[config.mk]
export PLATFORM = sky130hd
export DESIGN_NAME = vector_loader
export DESIGN_NICKNAME = d
export VERILOG_FILES = /design/src/rtl/vector_loader.sv
export SDC_FILE = /design/constraint.sdc
export NUM_CORES = 1
export LEC_CHECK = 0
export ABC_AREA = 1
export BUFFER_PORTS_ARGS = -buffer_cell sky130_fd_sc_hd__buf_2
export CAP_MARGIN = 40
export CORE_MARGIN = 3
export CORE_UTILIZATION = 25
export CTS_BUF_LIST = sky130_fd_sc_hd__clkbuf_4
export DETAILED_ROUTE_END_ITERATION = 6
export SYNTH_ARGS = -nofsm -noshare
export SYNTH_HDL_FRONTEND = slang
export SYNTH_SLANG_ARGS = --single-unit
[constraint.sdc]
create_clock -name clk -period 1.6 [get_ports clk]
set_clock_uncertainty 0.1 [all_clocks]
set_input_delay 0.32 -clock clk [delete_from_list [all_inputs] [get_ports clk]]
set_output_delay 0.32 -clock clk [all_outputs]
set_load 0.005 [all_outputs]
[src/rtl/vector_loader.sv]
// rtl/vector_loader.sv - Assembles a serial element stream into flattened A/B vectors held until acknowledged.
// Optional restart input enabled by defining VECTOR_LOADER_ABORT_EN.
module vector_loader #(
    parameter int MATRIXSIZE = 10,
    parameter int INTSIZE    = 8
) (
    input  logic                              clk,
    input  logic                              rst_n,
    input  logic [0:INTSIZE-1]                in_data,
    input  logic                              in_valid,
    output logic                              in_ready,
    output logic [0:INTSIZE*MATRIXSIZE-1]     a_flat,
    output logic [0:INTSIZE*MATRIXSIZE-1]     b_flat,
    output logic                              vec_valid,
    input  logic                              vec_ack,
`ifdef VECTOR_LOADER_ABORT_EN
    input  logic                              abort,
`endif
    output logic [$clog2(MATRIXSIZE)-1:0]     idx
);

    localparam int IDX_W = $clog2(MATRIXSIZE);
    localparam logic [IDX_W-1:0] LAST_IDX = IDX_W'(MATRIXSIZE - 1);

    typedef enum logic [1:0] {
        LOAD_A = 2'd0,
        LOAD_B = 2'd1,
        HOLD   = 2'd2
    } state_t;

    state_t                          r_state;
    state_t                          w_state_next;
    logic [IDX_W-1:0]                r_idx;
    logic [IDX_W-1:0]                w_idx_next;
    logic                            r_in_ready;
    logic [0:INTSIZE*MATRIXSIZE-1]   r_a_flat;
    logic [0:INTSIZE*MATRIXSIZE-1]   r_b_flat;
    logic                            w_abort;
    logic                            w_xfer;

`ifdef VECTOR_LOADER_ABORT_EN
    assign w_abort = abort;
`else
    assign w_abort = 1'b0;
`endif

    // A restart wins over any element offered in the same cycle.
    assign w_xfer = in_valid && r_in_ready && (r_state != HOLD) && !w_abort;

    always_comb begin
        w_state_next = r_state;
        w_idx_next   = r_idx;
        case (r_state)
            LOAD_A: begin
                if (w_xfer) begin
                    if (r_idx == LAST_IDX) begin
                        w_idx_next   = '0;
                        w_state_next = LOAD_B;
                    end else begin
                        w_idx_next = r_idx + IDX_W'(1);
                    end
                end
            end
            LOAD_B: begin
                if (w_xfer) begin
                    if (r_idx == LAST_IDX) begin
                        w_idx_next   = '0;
                        w_state_next = HOLD;
                    end else begin
                        w_idx_next = r_idx + IDX_W'(1);
                    end
                end
            end
            HOLD: begin
                if (vec_ack) begin
                    w_state_next = LOAD_A;
                end
            end
            default: begin
                w_state_next = LOAD_A;
                w_idx_next   = '0;
            end
        endcase
        if (w_abort) begin
            w_state_next = LOAD_A;
            w_idx_next   = '0;
        end
    end

    always_ff @(posedge clk) begin
        if (!rst_n) begin
            r_state    <= LOAD_A;
            r_idx      <= '0;
            r_in_ready <= 1'b0;
        end else begin
            r_state    <= w_state_next;
            r_idx      <= w_idx_next;
            r_in_ready <= (w_state_next != HOLD);
        end
    end

    // Buses are overwritten in place; only reset clears them.
    always_ff @(posedge clk) begin
        if (!rst_n) begin
            r_a_flat <= '0;
            r_b_flat <= '0;
        end else begin
            for (int i = 0; i < MATRIXSIZE; i++) begin
                if (w_xfer && (r_idx == IDX_W'(i))) begin
                    if (r_state == LOAD_A) begin
                        r_a_flat[i*INTSIZE +: INTSIZE] <= in_data;
                    end else begin
                        r_b_flat[i*INTSIZE +: INTSIZE] <= in_data;
                    end
                end
            end
        end
    end

    assign in_ready  = r_in_ready;
    assign vec_valid = (r_state == HOLD);
    assign a_flat    = r_a_flat;
    assign b_flat    = r_b_flat;
    assign idx       = r_idx;

endmodule

# --- Word-level counts from Yosys, hierarchy flattened ---
# Index checks and enable logic that the tools add are counted.
totals:
  regBits: 167
  word_cells: 85
classes:
  add_sub_neg: 1
  n_eq_ne: 14
  mux: 9
  n_bitwise: 2
  n_reduce_logical: 36
op_table:
  columns: ["cell", "count"]
  rows:
  - ["$reduce_and 2->1", 21]
  - ["$eq 4x3->1 const B", 4]
  - ["$logic_and 1x1->1", 12]
  - ["$mux 2", 5]
  - ["$eq 4x2->1 const B", 2]
  - ["$eq 4x4->1 const B", 2]
  - ["$mux 4", 2]
  - ["$pmux 4 s2", 1]
  - ["$pmux 2 s3", 1]
  - ["$add 4x1->4 const B", 1]
  - ["$eq 4x1->1 const B", 1]
  - ["$logic_not 4->1", 1]
  - ["$ne 2x2->1 const B", 2]
  - ["$eq 2x1->1 const B", 1]
  - ["$eq 2x2->1 const B", 1]
  - ["$logic_not 2->1", 1]
  - ["$ne 2x1->1 const B", 1]
  - ["$not 1->1", 2]
  - ["$reduce_or 2->1", 1]

# --- Depth between registers and ports, before layout ---
depth:
  ltp_word: 5
  ltp_mapped: 9
  ltp_nobuf: 7

# --- Least setup slack after synthesis ---
# No wires, ideal clock.
synth_path:
  kind: "register to register"
  startpoint: "register r_idx[0] (netlist: idx[0])"
  endpoint: "register r_a_flat, in the netlist a_flat[73]"
  arrival_ns: 1.340
  t_required_ns: 1.390
  path_slack_ns: 0.050
  path_stages_with_launch: 10
  n_path_buf: 2
  cell_sequence: "dfxtp_1 buf_2 inv_1 nor2_1 nand2_1 nor2_8 clkbuf_8 nand3_1 nand2_1 nor2_1"
synth_between:
  elab_chain_len: 3
synth_rtl:
  columns: ["element", "line", "rtl"]
  rows:
  - ["start: declaration", "33", "logic [IDX_W-1:0] r_idx;"]
  - ["start signal: assignment", "97", "r_idx <= w_idx_next;"]
  - ["$eq 4x4->1", "109", "if (w_xfer && (r_idx == IDX_W'(i))) begin"]
  - ["$logic_and 1x1->1", "109", null]
  - ["$reduce_and 2->1 (no source line)", null, null]
  - ["end signal: indexed assignment", "111", "r_a_flat[i*INTSIZE +: INTSIZE] <= in_data;"]
  - ["end: declaration", "36", "logic [0:INTSIZE*MATRIXSIZE-1] r_a_flat;"]
# Every way passes these cells.
# A chain may end at the register's enable or synchronous reset.

# --- Worst setup path in the final report ---
layout_path:
  startpoint: "register r_state[1]"
  endpoint: "output vec_valid"
layout_between:
  elab_chain_len: 1
layout_rtl:
  columns: ["element", "line", "rtl"]
  rows:
  - ["start: declaration", "31", "state_t r_state;"]
  - ["start signal: assignment", "96", "r_state <= w_state_next;"]
  - ["$eq 2x2->1", "121", "assign vec_valid = (r_state == HOLD);"]
  - ["end: declaration", "14", "output logic vec_valid,"]
# Every way passes these cells.

==> run metrics <==
status=finished, violations left; violated checks=negative setup slack; first-pass GRT wire length=39.0 mm; Final Hold Violating Endpoints=0; total CTS buffers=17; initial antenna violation count=2; number of routed nets with antenna violations=0; Leakage=5.78 nW; # setup viols final=90; metal1 wirelength=11.4 mm; H-tree depth=4; crit path max fanout=2; Pins Over Slew Limit=0; fin util=37.6%; Yosys warning count=0; dpl ws=-6.14 ps; Syn-to-layout area delta=46.1%; initial core utilization=25.7%; final hold slack=58.6 ps; Post-Layout Cell Count=1889; vias in the first global route=7187; Via density=4.19; Crit path required time=1180 ps; total power=7.35 mW; Setup crit start kind=flop; Initial DRT Pass Iterations=5; Die W=185 um; storage element area=3500 um^2; IO Port Bufs=177; critical path arrival=1280 ps; synth unique cells=27; Net count, final=1487; worst-path cell chain=inv_2 -> nor2_4 -> buf_2; post-route minimum period=1700 ps; clock insertion delay at the later pin of the skew report=620 ps; clock sinks=167; fmax=587 MHz; GPL Wtd Cong=0.817; I/O pins=178; post-route clock period utilization=107%; kind of critical path=reg2out; most common cell after layout, fill and taps aside=nand2_1; Routed WL per cell=14.2 um; Crit-path slowest cell=dfxtp_2; number of core rows=64; area of the multi-input gates=3830 um^2; Fill cells=3214; family with the most delay on the worst path=flip-flops; most frequent cells in the layout=nand2_1 (227), inv_1 (219), nor2_1 (177); share of post-route cells with drive strength above 1=43.6%; Total Routing Usage GR=14.8%; worst setup margin=-105 ps; worst slew pin tran=384 ps; detailed-placement wirelength estimate=16.9 mm; power density cells=630 nW/um^2; die area=34100 um^2; worst hold path class=in2reg; Syn Inst Count=1235; Synthesized Nets=1247; Mean Syn Cell Area=6.47 um^2; worst path bufs/invs=2; die height=185 um; top routing layer used=met4; maximum VDD drop=0.460 mV; CTS clk-pin slew, worst paths=150 ps; CTS root buf=clkbuf_4; core area=31100 um^2; 1st-iter DRT viols=485; TritonCTS clock tree=built; Clock Path Buffers=2; post-synth top area cell=dfxtp_1; met3 routed WL=2.06 mm; Worst Setup End Kind=primary output; area fraction of the dominant cell type after synthesis=41.8%; #FFs+latches synth=167; Seq/Total Area, Yosys=41.8%; Met2 Routed Length=13.1 mm; vias post-DR=7910; max incr delay on CP=370 ps; Synth area leaders=dfxtp_1 (42%), nand2_1 (16%), inv_1 (13%); mapped cell area=7990 um^2; largest net degree at the start of global routing=80; Max Cap Viol=0; gr ovfl total=0; final wirelength=26.9 mm; RSZ-0062 raised after global routing=yes; placed insts=1803; DRC violations left=0; relative slew slack=74.4%
power breakdown:
part           leakage [nW]  total, mW  switching (mW)  internal (mW)
logic                  4.23      0.738           0.445          0.293
registers              1.41       4.22          0.0247           4.19
clock network         0.136       2.40            1.72          0.675
cells by family (layout without fill, tap and decap cells):
group                  after synthesis  count (layout)  share of synthesized area, %
AOI/OAI and AO/OA                   23              23                          1.52
buffers and inverters              336             585                          17.5
and+or+nand+nor                    709             713                          39.1
DFF                                167             167                          41.8
other                                0               5                             0
flip-flops by register name, indices dropped and copies added, names as in the netlist:
register  flops
in_ready      1
a_flat       80
idx           4
b_flat       80
r_state       2
worst reg2reg max path: stages, from the launching register on:
cell     delay, ps
dfxtp_2        360
inv_2           70
nor2_4          50
buf_4          130
buf_6          120
nor2_8         160
buf_12         160
nand3_4        120
buf_8          170
nand2_4         60
nand2_2         40
nor2_2         100
Yosys cell counts, drive strengths merged:
library cell,count
clkbuf,18
inv,277
nor2,223
dfxtp,167
o21ai,2
a21oi,20
or2,1
buf,41
a211oi,1
nand3,149
nand4,1
nand2,335
repair_timing:
| action | 4_1_cts | 5_1_grt |
|---|---|---|
| pin swaps | 8 | 183 |
| endpoints found under the setup margin | 94 | 256 |
| gates resized for setup | 93 | 346 |
| buffers inserted | 12 | 18 |
| hold buffers | 10 | 0 |
| hold endpoints to repair | 44 | 0 |
| gates cloned | 4 | 9 |
worst paths after layout:
path | end | cells past startpoint | slack (ps) | start
max | vec_valid | 3 | -100 | r_state[1]$_SDFF_PN0_
min | idx[0]$_SDFFE_PN0P_ | 5 | 60 | in_valid
max reg2reg | a_flat[29]$_SDFFE_PN0P_ | 11 | -80 | r_state[1]$_SDFF_PN0_
min reg2reg | a_flat[0]$_SDFFE_PN0P_ | 2 | 410 | a_flat[0]$_SDFFE_PN0P_
cell type report:
cell class,instances,share of cell area [%]
diodes,5,0.107
inverters,277,9.06
multi-input cells,736,32.8
clock buffers,18,1.16
clock inverters,14,0.997
well taps,396,4.24
repair buffers,276,21.6
flip-flops and latches,167,30.0
routing by layer:
metal,vias up,global-route usage [%]
li1,4088,-
met2,202,25.0
met3,17,5.26
met1,3603,17.9
met4,0,4.20
met5,-,0
metrics by stage:
step,cell area [um^2],setup TNS [ps]
4_1_cts,10400,-307
3_3_place_gp,9710,0
3_5_place_dp,9710,-6.14
5_1_grt,11700,-16310
2_1_floorplan,7990,0
6_report,11700,-3560
Note: power is estimated with default switching activity, not from simulation.
